==> config.mk <==
export PLATFORM = sky130hd
export DESIGN_NAME = vga_timing_gen_flat
export DESIGN_NICKNAME = d
export VERILOG_FILES = /design/src/rtl/vga_timing_gen_if.sv /design/src/rtl/vga_timing_gen.sv /design/src/flat_wrapper.sv
export SDC_FILE = /design/constraint.sdc
export NUM_CORES = 1
export LEC_CHECK = 0
export BUFFER_PORTS_ARGS = -buffer_cell sky130_fd_sc_hd__buf_2
export CAP_MARGIN = 20
export CORE_AREA = 3 3 64 66
export CTS_CLUSTER_DIAMETER = 150
export DETAILED_ROUTE_END_ITERATION = 12
export DIE_AREA = 0 0 67 69
export PLACE_DENSITY_LB_ADDON = 0.3
export REMOVE_ABC_BUFFERS = 1
export SYNTH_ARGS = -nofsm -noshare
export SYNTH_HDL_FRONTEND = slang
export SYNTH_SLANG_ARGS = --single-unit
==> constraint.sdc <==
create_clock -name Clk -period 4.7 [get_ports Clk]
set_clock_uncertainty 0.05 [all_clocks]
set_input_delay 0.47 -clock Clk [delete_from_list [all_inputs] [get_ports Clk]]
set_output_delay 0.47 -clock Clk [all_outputs]
set_load 0.05 [all_outputs]
==> src/rtl/vga_timing_gen_if.sv <==
// Pixel timing bundle between vga_timing_gen and the RGB stage / frame memory.
// Pattern exists only when VGA_TIMING_TEST_PATTERN_EN is defined.
interface vga_timing_gen_if;
  logic       Ce;
  logic [9:0] X;
  logic [9:0] Y;
  logic       Hsync;
  logic       Vsync;
  logic       Nblank;
  logic       Frame_start;
`ifdef VGA_TIMING_TEST_PATTERN_EN
  logic [11:0] Pattern;
`endif

  modport master (
    input  Ce,
    output X, Y, Hsync, Vsync, Nblank, Frame_start
`ifdef VGA_TIMING_TEST_PATTERN_EN
    , output Pattern
`endif
  );

  modport slave (
    output Ce,
    input  X, Y, Hsync, Vsync, Nblank, Frame_start
`ifdef VGA_TIMING_TEST_PATTERN_EN
    , input Pattern
`endif
  );
endinterface

==> src/rtl/vga_timing_gen.sv <==
// VGA pixel timing generator: X/Y counters plus sync/blank delayed by RD_LAT pixel ticks.
// Optional 8-bar test pattern output when VGA_TIMING_TEST_PATTERN_EN is defined.
module vga_timing_gen #(
  parameter int unsigned H_ACTIVE = 640,
  parameter int unsigned H_FP     = 16,
  parameter int unsigned H_SYNC   = 96,
  parameter int unsigned H_BP     = 48,
  parameter int unsigned V_ACTIVE = 480,
  parameter int unsigned V_FP     = 10,
  parameter int unsigned V_SYNC   = 2,
  parameter int unsigned V_BP     = 33,
  parameter int unsigned RD_LAT   = 1
) (
  input  logic               Clk,
  input  logic               Rst,
  vga_timing_gen_if.master   vga
);

  localparam int unsigned H_TOTAL = H_ACTIVE + H_FP + H_SYNC + H_BP;
  localparam int unsigned V_TOTAL = V_ACTIVE + V_FP + V_SYNC + V_BP;

  if (H_TOTAL > 1024) begin : g_h_total_check
    $error("vga_timing_gen: H_TOTAL exceeds the 10-bit X counter");
  end
  if (V_TOTAL > 1024) begin : g_v_total_check
    $error("vga_timing_gen: V_TOTAL exceeds the 10-bit Y counter");
  end
  if (RD_LAT > 7) begin : g_rd_lat_check
    $error("vga_timing_gen: RD_LAT must be 0..7");
  end

  localparam logic [9:0]  X_LAST   = 10'(H_TOTAL - 1);
  localparam logic [9:0]  Y_LAST   = 10'(V_TOTAL - 1);
  localparam logic [10:0] H_VIS    = 11'(H_ACTIVE);
  localparam logic [10:0] HS_START = 11'(H_ACTIVE + H_FP);
  localparam logic [10:0] HS_END   = 11'(H_ACTIVE + H_FP + H_SYNC);
  localparam logic [10:0] V_VIS    = 11'(V_ACTIVE);
  localparam logic [10:0] VS_START = 11'(V_ACTIVE + V_FP);
  localparam logic [10:0] VS_END   = 11'(V_ACTIVE + V_FP + V_SYNC);

  typedef struct packed {
    logic        hs;
    logic        vs;
    logic        nb;
`ifdef VGA_TIMING_TEST_PATTERN_EN
    logic [11:0] pat;
`endif
  } tap_t;

`ifdef VGA_TIMING_TEST_PATTERN_EN
  localparam tap_t TAP_IDLE = '{hs: 1'b1, vs: 1'b1, nb: 1'b0, pat: 12'h000};

  function automatic logic [11:0] bar_colour(input logic [2:0] idx);
    case (idx)
      3'd0:    return 12'hFFF;
      3'd1:    return 12'hFF0;
      3'd2:    return 12'h0FF;
      3'd3:    return 12'h0F0;
      3'd4:    return 12'hF0F;
      3'd5:    return 12'hF00;
      3'd6:    return 12'h00F;
      default: return 12'h000;
    endcase
  endfunction
`else
  localparam tap_t TAP_IDLE = '{hs: 1'b1, vs: 1'b1, nb: 1'b0};
`endif

  logic [9:0]  x_q;
  logic [9:0]  y_q;
  logic        fs_q;
  logic        x_last;
  logic        y_last;
  logic [10:0] xw;
  logic [10:0] yw;
  tap_t        raw;
  tap_t        out;

  assign x_last = (x_q == X_LAST);
  assign y_last = (y_q == Y_LAST);
  assign xw     = {1'b0, x_q};
  assign yw     = {1'b0, y_q};

  always_ff @(posedge Clk) begin
    if (Rst) begin
      x_q  <= '0;
      y_q  <= '0;
      fs_q <= 1'b0;
    end else begin
      fs_q <= vga.Ce && x_last && y_last;
      if (vga.Ce) begin
        if (x_last) begin
          x_q <= '0;
          y_q <= y_last ? '0 : y_q + 10'd1;
        end else begin
          x_q <= x_q + 10'd1;
        end
      end
    end
  end

  always_comb begin
    raw    = TAP_IDLE;
    raw.hs = !((xw >= HS_START) && (xw < HS_END));
    raw.vs = !((yw >= VS_START) && (yw < VS_END));
    raw.nb = (xw < H_VIS) && (yw < V_VIS);
`ifdef VGA_TIMING_TEST_PATTERN_EN
    raw.pat = raw.nb ? bar_colour(x_q[9:7]) : 12'h000;
`endif
  end

  // Delay line kept as one packed vector so RD_LAT=1..7 needs no per-stage indexing;
  // the newest tap enters at the bottom and the output is the top slice.
  if (RD_LAT == 0) begin : g_no_delay
    assign out = raw;
  end else begin : g_delay
    localparam int unsigned W = $bits(tap_t);
    logic [RD_LAT*W-1:0] sr;

    always_ff @(posedge Clk) begin
      if (Rst) begin
        sr <= {RD_LAT{TAP_IDLE}};
      end else if (vga.Ce) begin
        sr <= (sr << W) | (RD_LAT*W)'(raw);
      end
    end

    assign out = tap_t'(sr[RD_LAT*W-1 -: W]);
  end

  assign vga.X           = x_q;
  assign vga.Y           = y_q;
  assign vga.Hsync       = out.hs;
  assign vga.Vsync       = out.vs;
  assign vga.Nblank      = out.nb;
  assign vga.Frame_start = fs_q;
`ifdef VGA_TIMING_TEST_PATTERN_EN
  assign vga.Pattern     = out.pat;
`endif

endmodule

==> src/flat_wrapper.sv <==
// flat-port wrapper written by rule: the top's interface ports become plain ports
module vga_timing_gen_flat 
#(
  parameter int unsigned H_ACTIVE = 640,
  parameter int unsigned H_FP     = 16,
  parameter int unsigned H_SYNC   = 96,
  parameter int unsigned H_BP     = 48,
  parameter int unsigned V_ACTIVE = 480,
  parameter int unsigned V_FP     = 10,
  parameter int unsigned V_SYNC   = 2,
  parameter int unsigned V_BP     = 33,
  parameter int unsigned RD_LAT   = 1
)
  (Clk, Rst, vga_Ce, vga_X, vga_Y, vga_Hsync, vga_Vsync, vga_Nblank, vga_Frame_start);
  vga_timing_gen_if vga_i ();
  input  logic Clk;
  input  logic Rst;
  input wire logic [$bits(vga_i.Ce)-1:0] vga_Ce;
  output wire logic [$bits(vga_i.X)-1:0] vga_X;
  output wire logic [$bits(vga_i.Y)-1:0] vga_Y;
  output wire logic [$bits(vga_i.Hsync)-1:0] vga_Hsync;
  output wire logic [$bits(vga_i.Vsync)-1:0] vga_Vsync;
  output wire logic [$bits(vga_i.Nblank)-1:0] vga_Nblank;
  output wire logic [$bits(vga_i.Frame_start)-1:0] vga_Frame_start;
  assign vga_i.Ce = vga_Ce;
  assign vga_X = vga_i.X;
  assign vga_Y = vga_i.Y;
  assign vga_Hsync = vga_i.Hsync;
  assign vga_Vsync = vga_i.Vsync;
  assign vga_Nblank = vga_i.Nblank;
  assign vga_Frame_start = vga_i.Frame_start;
  vga_timing_gen #(.H_ACTIVE(H_ACTIVE), .H_FP(H_FP), .H_SYNC(H_SYNC), .H_BP(H_BP), .V_ACTIVE(V_ACTIVE), .V_FP(V_FP), .V_SYNC(V_SYNC), .V_BP(V_BP), .RD_LAT(RD_LAT)) u_core (.Clk(Clk), .Rst(Rst), .vga(vga_i));
endmodule
# After elaboration in Yosys (flattened, before gate mapping)
# Index checks and enable logic that the tools add are counted.
# classes
n_eq_ne	2
n_mux	2
n_mul	0
n_reduce_logical	8
addsub	2
n_lt_le_gt_ge	6
n_bitwise	0
n_div	0
n_shift	0
# op_table
cell	n
$add 10x1->10 const B	2
$eq 10x10->1 const B	2
$lt 10x10->1 const B	2
$lt 10x9->1 const B	2
$mux 10	2
$ge 10x10->1 const B	1
$ge 10x9->1 const B	1
$logic_and 1x1->1	5
$logic_not 1->1	2
$reduce_and 2->1	1
# word_totals
latchBits	0
word_cells	24
input_bits	3
n_memories	0
reg_bits	24
romBits	0
mem_bits_rw	0
output_inout_bits	24

# Longest topological paths before layout
# logic_depth
word_depth	3
mapped_depth	6
mapped_depth_nobuf	6

# Worst setup path before layout
# No wires, ideal clock.
# synth_path
kind	register to register
startpoint	register u_core.x_q[0], in the netlist u_core.vga.X[0]
endpoint	register u_core.y_q[5], in the netlist u_core.vga.Y[5]
path_buffers	1
path_slack_ns	2.259
path_stages_with_launch	7
arrival_ns	2.319
required_ns	4.579
period_less_slack_ns	2.441
setup_time_ns	0.071
cell_sequence	dfxtp_1 ha_1 nand4_4 or3_1 buf_2 or4_1 a21oi_1
# synth_between
elab_chain_len	2
# synth_lines
element	line_no	text
start: declaration	vga_timing_gen.sv:69	logic [9:0] x_q;
start signal: assignment	vga_timing_gen.sv:96	x_q <= x_q + 10'd1;
$eq 10x10->1	vga_timing_gen.sv:79	assign x_last = (x_q == X_LAST);
$reduce_and 2->1 (no line)	-	
end signal: assignment	vga_timing_gen.sv:94	y_q <= y_last ? '0 : y_q + 10'd1;
end: declaration	vga_timing_gen.sv:70	logic [9:0] y_q;
# No other way between the ends.
# A chain may end at the register's enable or synchronous reset.

# Final worst setup path
# Ends and elaborated chain as after synthesis.

==> results.md <==
- The library cell used most frequently in the layout, excluding fill and tap cells, is sky130_fd_sc_hd__buf_2.
- OpenSTA, run right after detailed placement, puts the worst setup slack at 2.457 ns.
- The floorplan step set the die width to 67 µm.
- The clock transition time at the flip-flop clock pins of the worst setup and hold paths is 0.09 ns.
- Traced cell by cell, the critical path runs through ha_1 -> nand4_4 -> or3_1 -> or4_1 -> a21oi_1.
- The most instantiated flip-flop cell in the synthesis netlist is sky130_fd_sc_hd__dfxtp_1.
- The required time reported for the critical path endpoint is 4.85 ns.
- In the layout the commonest cells are sky130_fd_sc_hd__buf_2 (26), sky130_fd_sc_hd__dfxtp_1 (24), sky130_fd_sc_hd__nor2_1 (9), sky130_fd_sc_hd__nand3_1 (8), sky130_fd_sc_hd__nor3_1 (8).
- The overall die area is 4623 µm².
- The share of the Yosys chip area taken by registers is 0.3906.
- The count of buffers added by post-CTS timing repair for setup is 0.
- The area of the core is 3633 µm².
- Buffers inserted during clock tree synthesis total 3.
- The post-detailed-routing wire length is 2850 µm.
- The initial core utilization is 0.3385.
- The floorplan has 22 rows.
- The number of global-route vias before repair is 993.
- The leakage power total is 0.5733 nW.
- The shortest period the worst path allows is 2.270 ns.
- The count of state elements after synthesis is 24.
- The residual antenna-violating net count after detailed routing is 0.
- The critical path is of the flop to flop type.
- STA puts the critical path data arrival time at 2.42 ns.
- At the later pin of the worst-skew pair, clock insertion delay measures 0.27 ns.
- The number of antenna violations at the first check in global routing is 0.
- The cell area after synthesis is 1230 µm².
- The maximum clock path buffer count is 2.
- The TritonCTS clock tree is done.
- The routed via count is 1096.
- The total power density per cell area is 287.7 nW/µm².
- The first global-routing pass estimated 4871 µm of wire.
- The post-detailed-placement half-perimeter wirelength is 2055 µm.
- The peak supply drop is 0.00008844 V.
- The number of remaining DRC errors is 0.
- The min-delay analysis places its worst path in the category flop to flop.
- The final count of pins violating max slew is 0.
- The all-layer global routing usage is 0.1323.
- The maximum clock frequency is 440.5 MHz.
- The top-level I/O count is 27.
- Routability-driven placement finished with a final weighted congestion of 0.7825.
- The number of resized instances in the post-cts repair step is 0.
- The distinct cell type count after synthesis is 38.
- The net total in the final layout is 166.
- Dividing the final minimum period by the clock period gives 0.4830.
- The pre-antenna-repair detailed-routing pass consisted of 4 iterations.
- The mean instance size in the synthesized netlist is 9.111 µm².
- The die is 69 µm tall.
- From synthesis to final layout, the design area changed by 18.21%.
- The instance area after placement is 1383 µm².
- The kind of start point of the critical path is a flop.
- The total grt overflow is 0.
- The clock net in this run drives a total of 24 sinks.
- The setup TNS is 0 ns.
- The number of synthesized flops with an enable pin is 0.
- Counting flops with an async set or reset pin after synthesis yields a share of 0.
- In this run the tightest slew margin relative to its limit is 0.5715.
- The cell area after layout is 1454 µm².
- For this design, the slowest cell found on the critical path is sky130_fd_sc_hd__or4_1.
- In this run the number of H-tree levels came out at 1.
- The final count of hold timing violations is 0.
- Setup repair after global routing left no endpoint under its margin.
- Setup violations remaining at the end of the flow were counted as 0.
- STA classifies the critical path endpoint as a flop.
- The biggest cell delay along the critical path is 0.55 ns.
- The wire length per cell after detailed routing is 13.83 µm.
- The run finished with clean final reports.
- Yosys printed 0 warnings.
- The worst setup margin is 2.430 ns.
- The quantity of I/O buffers inserted on ports is 26.
- The per-cell via count in the routed design is 5.320.
- Across the run, the number of max-cap violations was 0.
- Entering global routing, the biggest net connects 18 pins.
- At the pin with the least slew margin, the transition time is 0.6393 ns.
- The fraction of layout cells with a size suffix above 1 is 0.2152.
- The detailed router finished its first iteration with 57 violations.
- The root buffer cell is sky130_fd_sc_hd__clkbuf_8.
- Together, buffers and inverters on the worst path number 0.
- The number of diodes is 0.
- Broken down by cell family, the worst path's largest delay share belongs to simple AND/OR/NAND/NOR gates.
- Synthesis produced a netlist whose cell count is 135.
- The critical-path maximum fanout is 9.
- The number of buffers added to fix hold violations after cts is 0.
-- sequential cells by signal, indices dropped and copies added (netlist names) --
| name | flops |
|---|---|
| u_core.g_delay.sr | 3 |
| u_core.vga.Y | 10 |
| u_core.vga.Frame_start | 1 |
| u_core.vga.X | 10 |
-- synth_stat cells (all sizes together), types with 4 or more instances --
library cell,n,area [µm²]
nand3,8,40.04
nor3,9,50.05
nand4,4,40.04
nand2,7,26.28
nand2b,4,25.02
nor4,5,31.28
xor2,6,52.55
dfxtp,24,480.5
a21oi,7,35.03
buf,4,26.27
ha,4,50.05
nor2,9,33.78
inv,5,18.77
xnor2,7,61.31
-- final cells by class --
class                           count  area, µm²
Clock buffer                        3      41.29
Inverter                            5      18.77
Sequential cell                    24      480.5
Clock inverter                      1      30.03
Multi-Input combinational cell     99      693.2
Timing Repair Buffer               26      130.1
Fill cell                         383       2180
Tap cell                           48      60.06
-- final timing paths --
path,from,end,slack [ns],depth (start not counted)
setup / recovery,u_core.vga.X[0]$_SDFFE_PP0P_,u_core.vga.Y[5]$_SDFFE_PP0P_,2.43,5
hold reg to reg,u_core.g_delay.sr[0]$_SDFFE_PP0P_,u_core.g_delay.sr[0]$_SDFFE_PP0P_,0.43,2
hold / removal,u_core.g_delay.sr[0]$_SDFFE_PP0P_,u_core.g_delay.sr[0]$_SDFFE_PP0P_,0.43,2
setup reg to reg,u_core.vga.X[0]$_SDFFE_PP0P_,u_core.vga.Y[5]$_SDFFE_PP0P_,2.43,5
-- through the flow --
step	hold WS (ns)	std cells	utilization	total power, W
2_1_floorplan	0.4891	128	-	0.0002300
3_3_place_gp	0.4118	202	0.3805	0.0002384
3_5_place_dp	0.4176	202	0.3805	0.0002389
4_1_cts	0.4332	206	0.4001	0.0004221
5_1_grt	0.4531	206	0.4001	0.0004285
6_report	0.4311	206	0.4001	0.0004182
-- routing by layer --
layer	track usage	wire [µm]	vias up
li1	-	-	538
met1	0.1762	1255	517
met2	0.2020	1404	36
met3	0.02117	135	5
met4	0.06757	53	0
met5	0	0	-
-- report_power, final --
part	internal, W	switching, W	total (W)	leakage (nW)
sequential	0.000206	0.00000298	0.000209	0.194
clock	0.000114	0.0000702	0.000184	0.0357
combinational	0.00000681	0.0000183	0.0000251	0.343
total	0.000327	0.0000915	0.000418	0.573
-- logic make-up after synthesis --
group | Yosys count | synth area share
AOI/OAI and AO/OA | 16 | 0.08647
DFF | 24 | 0.3906
and+or+nand+nor | 65 | 0.3357
adders and majority gates | 4 | 0.04069
xor gates and xnor gates | 13 | 0.09257
buffers and inverters | 12 | 0.04577
muxes | 1 | 0.008139
-- worst register-to-register path, cell delays in order (launching register included) --
cell and delay [ns]:
sky130_fd_sc_hd__dfxtp_1 0.43, sky130_fd_sc_hd__ha_1 0.30, sky130_fd_sc_hd__nand4_4 0.17, sky130_fd_sc_hd__or3_1 0.53, sky130_fd_sc_hd__or4_1 0.55, sky130_fd_sc_hd__a21oi_1 0.17
No activity file was read; power rests on OpenSTA's default activity.
